### config.mk
export PLATFORM = sky130hd
export DESIGN_NAME = add8_sad_sequencer
export DESIGN_NICKNAME = d
export VERILOG_FILES = /design/src/rtl/add8_sad_sequencer.sv
export SDC_FILE = /design/constraint.sdc
export NUM_CORES = 1
export LEC_CHECK = 0
export CAP_MARGIN = 10
export CORE_MARGIN = 4
export CORE_UTILIZATION = 40
export DETAILED_ROUTE_END_ITERATION = 8
export GPL_ROUTABILITY_DRIVEN = 0
export PLACE_DENSITY = 0.84
export SLEW_MARGIN = 20
export SYNTH_ARGS = -nofsm -noshare
export SYNTH_HDL_FRONTEND = slang
export SYNTH_SLANG_ARGS = --single-unit
### constraint.sdc
create_clock -name clk -period 8.2 [get_ports clk]
set_clock_uncertainty 0.1 [all_clocks]
set_input_delay 1.23 -clock clk [delete_from_list [all_inputs] [get_ports clk]]
set_output_delay 1.23 -clock clk [all_outputs]
set_load 0.005 [all_outputs]
### src/rtl/add8_sad_sequencer.sv
// add8_sad_sequencer
// Drives the shared ADD_8 adder tree with packed abs-diff rows, accumulates
// one SAD per candidate block and keeps the smallest SAD (earliest index on
// ties). The final minimum is offered on a valid/ready result port.
module add8_sad_sequencer #(
    parameter int ELEMENT_BIT_DEPTH = 14,
    parameter int ROWS              = 8,
    parameter int NUM_CAND          = 4
) (
    input  logic                                       clk,
    input  logic                                       rst_n,
    input  logic                                       start,
    input  logic                                       row_valid,
    output logic                                       row_ready,
    input  logic [ELEMENT_BIT_DEPTH*8-1:0]             row_data,
    output logic [ELEMENT_BIT_DEPTH*8-1:0]             add8_addend_array,
    input  logic [ELEMENT_BIT_DEPTH-1:0]               add8_sum,
    output logic                                       res_valid,
    input  logic                                       res_ready,
    output logic [ELEMENT_BIT_DEPTH+$clog2(ROWS)-1:0]  res_sad,
    output logic [$clog2(NUM_CAND)-1:0]                res_idx,
    output logic                                       busy
);

    localparam int ROW_W  = $clog2(ROWS);
    localparam int CAND_W = $clog2(NUM_CAND);
    localparam int ACC_W  = ELEMENT_BIT_DEPTH + ROW_W;
    // Row counter needs at least one bit even when a block is a single row.
    localparam int CNT_W  = (ROW_W > 0) ? ROW_W : 1;

    localparam logic [CNT_W-1:0]  LAST_ROW  = CNT_W'(ROWS - 1);
    localparam logic [CAND_W-1:0] LAST_CAND = CAND_W'(NUM_CAND - 1);

    typedef enum logic [1:0] {
        ST_IDLE  = 2'd0,
        ST_ACCUM = 2'd1,
        ST_DONE  = 2'd2
    } state_t;

    state_t              state_r;
    logic [ACC_W-1:0]    acc_r;
    logic [CNT_W-1:0]    row_cnt_r;
    logic [CAND_W-1:0]   cand_cnt_r;
    logic [ACC_W-1:0]    best_sad_r;
    logic [CAND_W-1:0]   best_idx_r;

    logic                beat_s;
    logic [ACC_W-1:0]    cand_sad_s;
    logic                last_row_s;
    logic                last_cand_s;
    logic                better_s;
    logic [ACC_W-1:0]    min_sad_s;
    logic [CAND_W-1:0]   min_idx_s;

    // The adder tree sees the upstream row directly; no staging register.
    assign add8_addend_array = row_data;

    // Beat detection, running candidate SAD and minimum selection (strict < keeps earlier index on ties).
    always_comb begin
        beat_s      = row_valid && row_ready;
        cand_sad_s  = acc_r + ACC_W'(add8_sum);
        last_row_s  = (row_cnt_r == LAST_ROW);
        last_cand_s = (cand_cnt_r == LAST_CAND);
        better_s    = (cand_sad_s < best_sad_r);
        if (better_s) begin
            min_sad_s = cand_sad_s;
            min_idx_s = cand_cnt_r;
        end else begin
            min_sad_s = best_sad_r;
            min_idx_s = best_idx_r;
        end
    end

    // Search FSM with accumulators and registered handshake/status outputs.
    always_ff @(posedge clk or negedge rst_n) begin
        if (!rst_n) begin
            state_r    <= ST_IDLE;
            acc_r      <= {ACC_W{1'b0}};
            row_cnt_r  <= {CNT_W{1'b0}};
            cand_cnt_r <= {CAND_W{1'b0}};
            best_sad_r <= {ACC_W{1'b0}};
            best_idx_r <= {CAND_W{1'b0}};
            res_sad    <= {ACC_W{1'b0}};
            res_idx    <= {CAND_W{1'b0}};
            row_ready  <= 1'b0;
            res_valid  <= 1'b0;
            busy       <= 1'b0;
        end else begin
            case (state_r)
                ST_IDLE: begin
                    if (start) begin
                        state_r    <= ST_ACCUM;
                        acc_r      <= {ACC_W{1'b0}};
                        row_cnt_r  <= {CNT_W{1'b0}};
                        cand_cnt_r <= {CAND_W{1'b0}};
                        best_sad_r <= {ACC_W{1'b1}};
                        best_idx_r <= {CAND_W{1'b0}};
                        row_ready  <= 1'b1;
                        busy       <= 1'b1;
                    end
                end
                ST_ACCUM: begin
                    if (beat_s) begin
                        if (last_row_s) begin
                            acc_r      <= {ACC_W{1'b0}};
                            row_cnt_r  <= {CNT_W{1'b0}};
                            best_sad_r <= min_sad_s;
                            best_idx_r <= min_idx_s;
                            if (last_cand_s) begin
                                // Result is published together with the final comparison.
                                state_r   <= ST_DONE;
                                res_sad   <= min_sad_s;
                                res_idx   <= min_idx_s;
                                row_ready <= 1'b0;
                                res_valid <= 1'b1;
                            end else begin
                                cand_cnt_r <= cand_cnt_r + CAND_W'(1);
                            end
                        end else begin
                            acc_r     <= cand_sad_s;
                            row_cnt_r <= row_cnt_r + CNT_W'(1);
                        end
                    end
                end
                ST_DONE: begin
                    // res_valid is high throughout DONE, so res_ready alone completes the handshake.
                    if (res_ready) begin
                        state_r   <= ST_IDLE;
                        res_valid <= 1'b0;
                        busy      <= 1'b0;
                    end
                end
                default: begin
                    state_r   <= ST_IDLE;
                    row_ready <= 1'b0;
                    res_valid <= 1'b0;
                    busy      <= 1'b0;
                end
            endcase
        end
    end

endmodule

# --- Word level (Yosys, flattened, before mapping) ---
# Cells that the tools add are included.
word_totals:
  ff_bits: 65
  inputBits: 131
  wordCells: 78
classes:
  n_addsub: 3
  magnitude_cmp: 1
  eq_ne: 10
  muxes: 39
  bitwise: 3
  n_reduce_logical: 11
ops:
  columns: ["op", "n"]
  rows:
  - ["2-to-1 mux 17 bit", 7]
  - ["one-hot mux 17 bit (2 select lines)", 2]
  - ["2-to-1 mux 2 bit", 12]
  - ["AND reduction 5 bit", 4]
  - ["adder 17 x 14 -> 17 bit", 1]
  - ["< comparator 17 bit", 1]
  - ["inequality test 2 bit, second input constant", 6]
  - ["2-to-1 mux 3 bit", 3]
  - ["one-hot mux 1 bit (3 select lines)", 3]
  - ["2-to-1 mux 1 bit", 8]
  - ["one-hot mux 2 bit (2 select lines)", 2]
  - ["AND reduction 4 bit", 2]
  - ["one-hot mux 2 bit (3 select lines)", 1]
  - ["one-hot mux 3 bit (2 select lines)", 1]
  - ["AND reduction 3 bit", 2]
  - ["equality test 2 bit, second input constant", 2]
  - ["adder 3 x 1 -> 3 bit, second input constant", 1]
  - ["equality test 3 bit, second input constant", 1]
  - ["inverter 1 bit", 3]
  - ["adder 2 x 1 -> 2 bit, second input constant", 1]
  - ["equality test 2 x 1 -> 1 bit, second input constant", 1]
  - ["zero test 2 bit", 1]
  - ["nonzero test 2 bit", 1]
  - ["logical AND 1 bit", 1]

# --- Longest topological paths before layout ---
depth:
  ltp_word: 6
  depth_mapped: 19
  ltp_nobuf: 16

# --- Worst setup path before layout ---
# OpenSTA, ideal clock, no wires.
synth_path:
  kind: "in2reg"
  from: "input add8_sum[0]"
  to: "register best_sad_r[10]"
  setup_time_ns: 0.121
  arrival_ns: 4.900
  path_slack_ns: 3.078
  stages: 19
  n_path_buf: 3
  path_cell_list: "ha_1 fa_1 a211oi_1 o21ai_0 a41oi_1 o21bai_1 a21oi_1 xnor2_1 ha_1 a21oi_1 nor2_1 a211oi_1 o21ai_1 or2_1 clkbuf_1 or3_1 buf_2 buf_6 o22a_1"
synth_via:
  elab_chain_cells: 6
synth_rtl:
  columns: ["item", "line", "text"]
  rows:
  - ["start, declared", "17", "input logic [ELEMENT_BIT_DEPTH-1:0] add8_sum,"]
  - ["adder 17 x 14 -> 17 bit (*)", "61", "cand_sad_s = acc_r + ACC_W'(add8_sum);"]
  - ["< comparator 17 bit", "64", "better_s = (cand_sad_s < best_sad_r);"]
  - ["2-to-1 mux 17 bit (*)", "65", "if (better_s) begin"]
  - ["2-to-1 mux 17 bit (*)", "104", "if (last_row_s) begin"]
  - ["2-to-1 mux 17 bit (*)", "103", "if (beat_s) begin"]
  - ["one-hot mux 17 bit (2 select lines) (*)", "89", "case (state_r)"]
  - ["end signal, assigned", "81", "best_sad_r <= {ACC_W{1'b0}};"]
  - ["end signal, assigned", "96", "best_sad_r <= {ACC_W{1'b1}};"]
  - ["end signal, assigned", "107", "best_sad_r <= min_sad_s;"]
  - ["end, declared", "44", "logic [ACC_W-1:0] best_sad_r;"]
# Mark *: on every way between the ends. The rest lies on a longest branch, timed or not. The select of a mux whose other input is x is not followed.
# A chain may end at the register's enable or synchronous reset.

# --- Worst setup path in the final report ---
layout_path:
  from: "input add8_sum[0]"
  to: "register best_sad_r[8]"
# Same word-level chain as after synthesis.

==> run_results.csv <==
group,metric,value,unit
run_status,status,"completed",
sta,slew_violations,0,
global_route,track_usage,0.162,
floorplan,ioPinCount,265,
logic_synthesis,ys_ff_latch,65,
sta,hold_viol,0,
flow_run,cap_violations,0,
floorplan,fp.dieArea,13300,um^2
critical_path,reg2reg_from,"acc_r[0]$_DFFE_PN0P_",
critical_path,cp_max_fo,23,
floorplan,fp.dieH,115,um
power_and_ir_drop,pwr_density_cell,441,nW/um^2
sta,rsz0062_at_grt,"no",
finish,drive_above_1_share,0.0509,
logic_synthesis,syn_inst,503,
critical_path,path_cells,"clkdlybuf4s50_1, ha_1, fa_1, a211oi_1, o21ai_0, nand4_1, a31o_2, o311ai_1, ha_1, nand4_1, nor3_1, a221oi_1, o21ai_1, or2_1, or3_1, o22a_1",
clock_tree,insertion_delay,0.33,ns
floorplan,die_w,115,um
min_path,hold_start,"res_sad[5]$_DFFE_PN0P_",
drt,drtIter0Drc,231,
critical_path,crit_family,"compound AO/OA/AOI/OAI gates",
sta,fin_crit,6.42,ns
finish,nFillCells,1076,
finish,syn_to_final_growth,-1.57,%
clock_tree,cts_num_sinks,65,
finish,regArea,1630,um^2
critical_path,crit_required,8.31,ns
finish,fin_nets,592,
place,preCtsSetupSlack,1.55,ns
sta,max_slew_margin,0.352,
critical_path,path_class,"input port to flop",
clock_tree,ctsResizeCount,0,
sta,min_period_over_period,0.782,
power_and_ir_drop,ir_drop,0.000186,V
finish,multi_input_area,1980,um^2
logic_synthesis,synth_cell_types,51,
logic_synthesis,syn-num-nets,668,
global_route,antenna_found_initial,0,
clock_tree,hold_buffers,0,
place,dpl.hpwl,7.88,mm
finish,mostFrequentLayoutCells,"dfrtp_1 (65), o21ai_0 (40), clkdlybuf4s50_1 (39)",
global_route,grt_max_degree,66,
logic_synthesis,ys_seq_area_frac,0.352,
min_path,hold_path.class,"flop to flop",
drt,first_pass_iters,5,
drt,wirelength,10.6,mm
clock_tree,cts.clk_slew.worst_paths,0.05,ns
drt,drcViolationCount,0,
logic_synthesis,syn_area,4620,um^2
place,numPortBuffers,40,
logic_synthesis,synth_enable_flop_cells,0,
clock_tree,max-clock-path-buffers,2,
global_route,grt_pass1_wl,17.2,mm
sta,setup_violations,0,
drt,viasPerCell,5.73,
critical_path,critPathCaptureType,"flop",
critical_path,crit_slowest_cell,"or3_1",
drt,vias,3280,
floorplan,num_rows,38,
logic_synthesis,ys.flop_type,"dfrtp_1",
clock_tree,post_cts_buffers,0,
clock_tree,cts_max_level,3,
critical_path,arrival,6.53,ns
logic_synthesis,yosysWarnings,0,
clock_tree,cts_buffers,9,
clock_tree,cts_tree,"yes",
clock_tree,cts-root-buf,"clkbuf_16",
drt,ant_nets,0,
critical_path,crit_buf_inv,1,
critical_path,cp-start-kind,"input port",
finish,antenna_cells,0,
sta,fin_ws,1.78,ns
floorplan,coreArea,11100,um^2
drt,avgRoutedWirePerCell,18.5,um
sta,tns,0,ns
critical_path,slowest_delay,0.78,ns
sta,tightest_slew,0.972,ns
logic_synthesis,synth_area_leaders,"dfrtp_1 (35%), buf_4 (18%), ha_1 (8.9%), o21ai_0 (4.3%), o22a_1 (3.2%)",
global_route,grt_pass1_vias,3356,
power_and_ir_drop,power_leakage,2.06,nW
logic_synthesis,synth_top_area_cell,"dfrtp_1",
floorplan,start_util,0.417,
logic_synthesis,synth_top_area_frac,0.352,
logic_synthesis,syn_avg_cell_area,9.18,um^2
critical_path,critPathLaunch,"add8_sum[0]",
finish,layout_commonest_cell,"dfrtp_1",
global_route,grt-ovfl-total,0,
logic_synthesis,async_flop_share,1.00,
sta,max_freq,0.156,GHz
[stage by stage]
stage	utilization	hold WS, ns	area [um^2]	instances	total power [mW]
after floorplan	-	0.343	4620	503	1.35
after global placement	0.387	0.353	4280	556	1.59
after detailed placement	0.387	0.364	4290	556	1.65
after CTS	0.410	0.376	4540	572	2.00
after global routing	0.410	0.404	4540	572	2.17
final	0.410	0.376	4540	572	2.00
[final timing paths]
| check | end | cells after the start | slack (ns) |
|---|---|---|---|
| min in group asynchronous | res_sad[1]$_DFFE_PN0P_ | 2 | 0.96 |
| setup reg to reg | best_sad_r[8]$_DFFE_PN0P_ | 16 | 2.75 |
| hold / removal | res_sad[5]$_DFFE_PN0P_ | 2 | 0.38 |
| max in group asynchronous | res_sad[9]$_DFFE_PN0P_ | 2 | 6.47 |
| setup / recovery | best_sad_r[8]$_DFFE_PN0P_ | 16 | 1.78 |
| hold reg to reg | res_sad[5]$_DFFE_PN0P_ | 2 | 0.38 |
[worst register-to-register path, delay by kind of cell (launching register included)]
kind,cells,cell delay (ns)
adder cells (fa/ha/maj),3,1.00
flip-flops,1,0.38
AO/OA/AOI/OAI,9,2.11
AND/OR/NAND/NOR,3,1.49
XOR/XNOR,1,0.24
[cells by family (layout without fill, tap and decap cells)]
group | count (synthesis) | count (layout) | synth area share
mux | 10 | 10 | 0.0217
flops | 65 | 65 | 0.352
simple gates | 98 | 98 | 0.0978
xor+xnor | 12 | 12 | 0.0228
compound gates | 130 | 130 | 0.192
fa+ha+maj | 34 | 34 | 0.0938
buf+inv | 154 | 83 | 0.220
[sequential cells by signal, indices dropped and copies added (netlist names)]
signal and cells:
res_idx 2, best_sad_r 17, best_idx_r 2, cand_cnt_r 2, res_valid 1, row_cnt_r 3
busy 1, res_sad 17, state_r 2, row_ready 1, acc_r 17
[cell type report]
class | instances | area share
Inverter | 25 | 0.0206
Clock inverter | 4 | 0.00441
Multi-Input combinational cell | 284 | 0.436
Tap cell | 140 | 0.0385
Timing Repair Buffer | 42 | 0.0903
Sequential cell | 65 | 0.358
Clock buffer | 12 | 0.0520
[power by group]
group / total [mW] / switching (mW) / internal (mW)
Sequential: 0.555 / 0.0973 / 0.458
Combinational: 1.11 / 0.632 / 0.478
Clock: 0.338 / 0.136 / 0.202
Total: 2.00 / 0.865 / 1.14
[synthesized netlist by cell type, types with 4 or more instances]
library cell,n
buf_2,6
nor2_1,22
a21oi_1,15
clkbuf_1,10
ha_1,33
o22a_1,17
o21ai_0,40
mux2i_1,10
xor2_1,6
xnor2_1,6
nand4_1,4
and3_1,4
inv_1,25
nand2_1,37
dfrtp_1,65
a22o_1,15
nor3_1,8
a211oi_1,8
a21o_1,5
buf_4,112
nand3_1,8
[layer usage]
metal / up-vias / global-route usage / part of all wire
li1: 1512 / - / -
met5: - / 0 / 0
met4: 0 / 0.0798 / 0.029
met3: 39 / 0.0491 / 0.079
met1: 1577 / 0.189 / 0.40
met2: 152 / 0.271 / 0.49
Note: power is estimated with default switching activity, not from simulation.
==> RTL change 1: new RTL, config.mk and constraints unchanged <==
The parameter `ELEMENT_BIT_DEPTH` goes from 14 to 13.
--- a/src/rtl/add8_sad_sequencer.sv
+++ b/src/rtl/add8_sad_sequencer.sv
@@ -4,5 +4,5 @@
 // ties). The final minimum is offered on a valid/ready result port.
 module add8_sad_sequencer #(
-    parameter int ELEMENT_BIT_DEPTH = 14,
+    parameter int ELEMENT_BIT_DEPTH = 13,
     parameter int ROWS              = 8,
     parameter int NUM_CAND          = 4
Interface: changed (resized add8_addend_array, add8_sum, res_sad and row_data); port bits go from 265 to 247. The function was not compared with the original's and may differ.
==> RTL change 1 against the original RTL <==
Wire length down 7.8%. Combinational power fell by 5%. Worst hold slack got worse by 0.0032 ns. Worst setup slack improved by 0.62 ns. Via count decreased by 6.4%. Cell area fell by 5.3%. Total power fell by 7.5%. Critical path depth down 2. Sequential cell count decreased by 3. Area after synthesis decreased by 4.6%. Die area fell by 4.2%. Sequential share of layout area rose by 0.26 points.
==> RTL change 1: results (changes against the original RTL) <==
Routing
The count of routing violations after the opening detailed-route iteration came to 155 (-33%). The detailed-routing iteration count for the pre-antenna-repair pass came to 4 (-1). The detailed-routing wirelength on met1 came to 3.61 mm (-14%).

Finish
The number of nets in the finished design is 562 (-5.1%). The number of filler cells placed in the layout is 995 (-7.5%). The largest registers in the layout are acc_r (16), best_sad_r (16), res_sad (16).

Logic synthesis
The sequential fraction of the synthesis area was 35.2% (about the same). The net count of the mapped netlist is 632 (-5.4%). By count the netlist is led by buf_4 (105), dfrtp_1 (62), nand2_1 (32). The average size of a mapped cell is 9.22 sq um (+0.44%).

Clocking
The later-pin clock latency in the skew report is 0.36 ns (+0.03 ns). The clock transition at the registers of the reported paths is 0.07 ns (+0.02 ns). The clock root buffer master is clkbuf_8.

Placed design
The placed instance area came to 0.00410 sq mm (-4.4%). The half-perimeter wire length after detailed placement came to 7.41 mm (-6.0%). The port buffer count was 38 (-5.0%). The cell count after placement came to 537 (-3.4%).

The worst slack after detailed placement was 2.13 ns (+0.577 ns).

Global routing
The fraction of met3 tracks used by global routing is 5.72% (+0.81 points). The largest net degree at the start of global routing came to 63 (-4.5%). The fraction of met2 tracks used by global routing is 25.0% (-2.1 points). The total routing usage reported by global routing is 15.3% (-0.90 points).

Power
The overall power is 0.00185 W (-7.5%). The sequential share of power is 28.5% (+0.8 points). The maximum resistive drop on vdd is 0.000148 V (-21%).

Critical path
The minimum setup slack among reg-to-reg paths is 3.30 ns (+0.55 ns). The arrival time of the worst setup path is 5.90 ns (-0.63 ns). The peak fanout along the critical path was 28 (+22%).

Status
The flow ran to the end, and the final reports show no timing, DRC or antenna violations.

STA
The slew of the pin with the lowest slew margin is 0.787 ns (-0.184 ns). The final worst hold slack was 0.373 ns (-0.00321 ns).
==> RTL change 1: changes by cell type after synthesis, moves of 5 or more <==
| cell | delta |
|---|---|
| buf_4 | -7 |
| nand2_1 | -5 |
| o21ai_0 | -23 |
| a21oi_1 | +10 |
| nor2_1 | +8 |
| o21ai_1 | +10 |
==> RTL change 1: layout make-up <==
type | count | area (sq um) | share of cell area (%)
inverter | 28 | 105 | 2.44
tap | 140 | 175 | 4.07
sequential | 62 | 1550 | 36.1
clock buffer | 13 | 159 | 3.69
timing repair buffer | 40 | 390 | 9.07
multi-input combinational | 267 | 1880 | 43.7
clock inverter | 3 | 42.5 | 0.989
==> RTL change 1: cells by family (layout without fill, tap and decap cells) <==
logic type | after synthesis | in the layout | share of synthesized area (%)
AO/OA/AOI/OAI | 117 | 117 | 18.3
buffers and inverters | 149 | 84 | 22.3
XOR/XNOR | 13 | 13 | 2.58
AND/OR/NAND/NOR | 93 | 93 | 9.68
multiplexers | 12 | 12 | 2.75
flip-flops | 62 | 62 | 35.2
adder cells (fa/ha/maj) | 32 | 32 | 9.26
==> RTL change 1: path summary, 6_finish.rpt <==
path | startpoint | endpoint | cells after the start
worst min register to register | res_sad[9] | res_sad[9] | 2
worst max register to register | acc_r[0] | best_idx_r[1] | 13
max in group asynchronous | rst_n | best_sad_r[12] | 2
min in group asynchronous | rst_n | busy | 2
worst min-delay path | res_sad[9] | res_sad[9] | 2
worst max-delay path | add8_sum[0] | best_idx_r[1] | 14
==> RTL change 1: critical path: stages <==
cell and delay, ns:
clkdlybuf4s50_1 0.41, ha_1 0.24, fa_1 0.44, a211oi_1 0.28, o21bai_1 0.18, a211oi_1 0.26
o22ai_1 0.19, xor2_1 0.21, ha_1 0.36, nand4_1 0.13, or4_4 0.56, o21ai_4 0.63
or3_1 0.61, o22ai_1 0.15
==> RTL change 2: new RTL, same flow settings <==
Made on the original files. Encoding of `state_t`: now one-hot (3 bits for 3 states).
--- a/src/rtl/add8_sad_sequencer.sv
+++ b/src/rtl/add8_sad_sequencer.sv
@@ -32,8 +32,8 @@
     localparam logic [CAND_W-1:0] LAST_CAND = CAND_W'(NUM_CAND - 1);
 
-    typedef enum logic [1:0] {
-        ST_IDLE  = 2'd0,
-        ST_ACCUM = 2'd1,
-        ST_DONE  = 2'd2
+    typedef enum logic [2:0] {
+        ST_IDLE  = 3'b001,
+        ST_ACCUM = 3'b010,
+        ST_DONE  = 3'b100
     } state_t;
 
Check against the original RTL: same outputs for any inputs over 10 cycles, from zero or initial values and one cycle with rst_n low; not proved beyond that.
==> RTL change 2 against the original RTL <==
Register-to-register slack better by 0.84 ns. Global-route usage grew 0.46 points. Worst setup slack improved by 0.87 ns. Sequential cell count is 1 higher. Cell area up 4.2%. Area after synthesis rose by 3.8%. Count of clock-buffer cells in the layout up 4. Via count increased by 3.2%. Worst hold slack better by 0.020 ns. Maximum frequency is 16% higher. Wire length up 8.5%. Critical path type unchanged.
Power is not compared: it rests on default switching activity, and its combinational part moved more than twofold at a synthesized area within 25%.
==> RTL change 2: results (changes against the original RTL) <==
Routing
The detailed-route wire length came to 11.5 mm (+8.5%). The detailed-routing iteration count for the pre-antenna-repair pass is 4 (-1). The count of routing violations after the opening detailed-route iteration was 270 (+17%).

Placed design
The placed instance area is 0.00447 sq mm (+4.4%). The cell count after placement is 569 (+2.3%). The half-perimeter wire length after detailed placement is 8.65 mm (+9.7%).

STA
The slew of the pin with the lowest slew margin is 0.930 ns (-0.0418 ns).

Logic synthesis
The gate count of the mapped netlist is 510 (+1.4%). The fraction of synthesized cell area in xor and xnor cells came to 2.19% (-0.083 points). The distinct cell type count after synthesis came to 59 (+16%).

The share of cell area taken by muxes after synthesis came to 2.95% (+0.78 points). The sequential fraction of the synthesis area was 34.5% (-0.73 points). The synthesized-area fraction occupied by ao, oa, aoi and oai cells is 19.5% (+0.24 points). The commonest cells after synthesis are buf_4 (112), dfrtp_1 (65), nand2_1 (39). The adder and majority gate portion of the synthesized area is 9.04% (-0.34 points). The net count of the mapped netlist came to 675 (+1.0%). By area the synthesized netlist is led by dfrtp_1 (34%), buf_4 (18%), ha_1 (8.6%).

Finish
The non-filler instance count after layout is 585 (+2.3%). The number of nets in the finished design was 602 (+1.7%).

Global routing
The first-pass GRT wire length was 18.6 mm (+7.8%). The total routing usage reported by global routing came to 16.7% (+0.46 points). The number of global-route vias before repair is 3501 (+4.3%). The largest net degree at the start of global routing is 67 (+1.5%).

Status
The run finished with clean final reports.

Critical path
The critical path's top delay family is compound AO/OA/AOI/OAI gates. The arrival time of the worst setup path was 5.66 ns (-0.87 ns). The critical path's largest stage delay was 0.71 ns (-0.07 ns).

The peak fanout along the critical path was 19 (-17%).

Clocking
The later-pin clock latency in the skew report came to 0.33 ns (about the same). The tree is rooted in a clkbuf_16.
-- RTL change 2: cells by family after synthesis --
kind of cell | Yosys count
xor gates and xnor gates | 12
muxes | 14
AOI/OAI and AO/OA | 127
DFF | 66
and+or+nand+nor | 102
adders and majority gates | 34
buffers and inverters | 155
-- RTL change 2: layer usage --
layer	share of wire (%)	GRT usage [%]
met5	0	0.735
met4	1.7	5.65
met3	9.4	6.64
met2	52	29.6
met1	37	18.0
-- RTL change 2: worst reg2reg max path: stages (launching register included) --
cell and delay, ns:
dfrtp_1 0.38, ha_1 0.21, fa_1 0.41, a21o_1 0.20, a311oi_2 0.34, o21bai_1 0.21
o311ai_1 0.17, xnor2_1 0.37, ha_1 0.32, nand4_1 0.11, nor3_1 0.08, a221oi_1 0.32
nand3_1 0.23, or3b_1 0.71, o22a_1 0.33
-- RTL change 2: area by class of cell --
type	instances	area, sq um
Clock buffer	16	262
Fill cell	1084	6830
Inverter	28	105
Multi-Input combinational cell	289	2120
Sequential cell	66	1650
Tap cell	143	179
Timing Repair Buffer	43	418
-- RTL change 2: path summary, 6_finish.rpt --
kind / from / endpoint / slack (ns) / depth (start not counted)
worst max-delay path: add8_sum[0] / best_sad_r[8] / 2.65 / 15
worst min-delay path: res_sad[4] / res_sad[4] / 0.40 / 2
worst max register to register: acc_r[0] / best_sad_r[8] / 3.59 / 14
worst min register to register: res_sad[4] / res_sad[4] / 0.40 / 2
max in group asynchronous: rst_n / cand_cnt_r[1] / 6.44 / 2
min in group asynchronous: rst_n / res_sad[0] / 1.00 / 2
-- RTL change 2: stage by stage --
stage / setup slack [ns] / hold slack, ns
final: 2.65 / 0.397
after global routing: 2.33 / 0.424
after CTS: 2.69 / 0.398
after detailed placement: 2.39 / 0.383
after global placement: 2.58 / 0.370
after floorplan: 3.30 / 0.354
-- RTL change 2: power by group through the flow --
stage | Clock [W] | Combinational, W | Sequential [W]
6_report | 0.000344 | 0.000538 | 0.000455
3_3_place_gp | 0 | 0.000501 | 0.000454
2_1_floorplan | 0 | 0.000450 | 0.000434
5_1_grt | 0.000366 | 0.000604 | 0.000465
3_5_place_dp | 0 | 0.000528 | 0.000459
4_1_cts | 0.000351 | 0.000536 | 0.000454
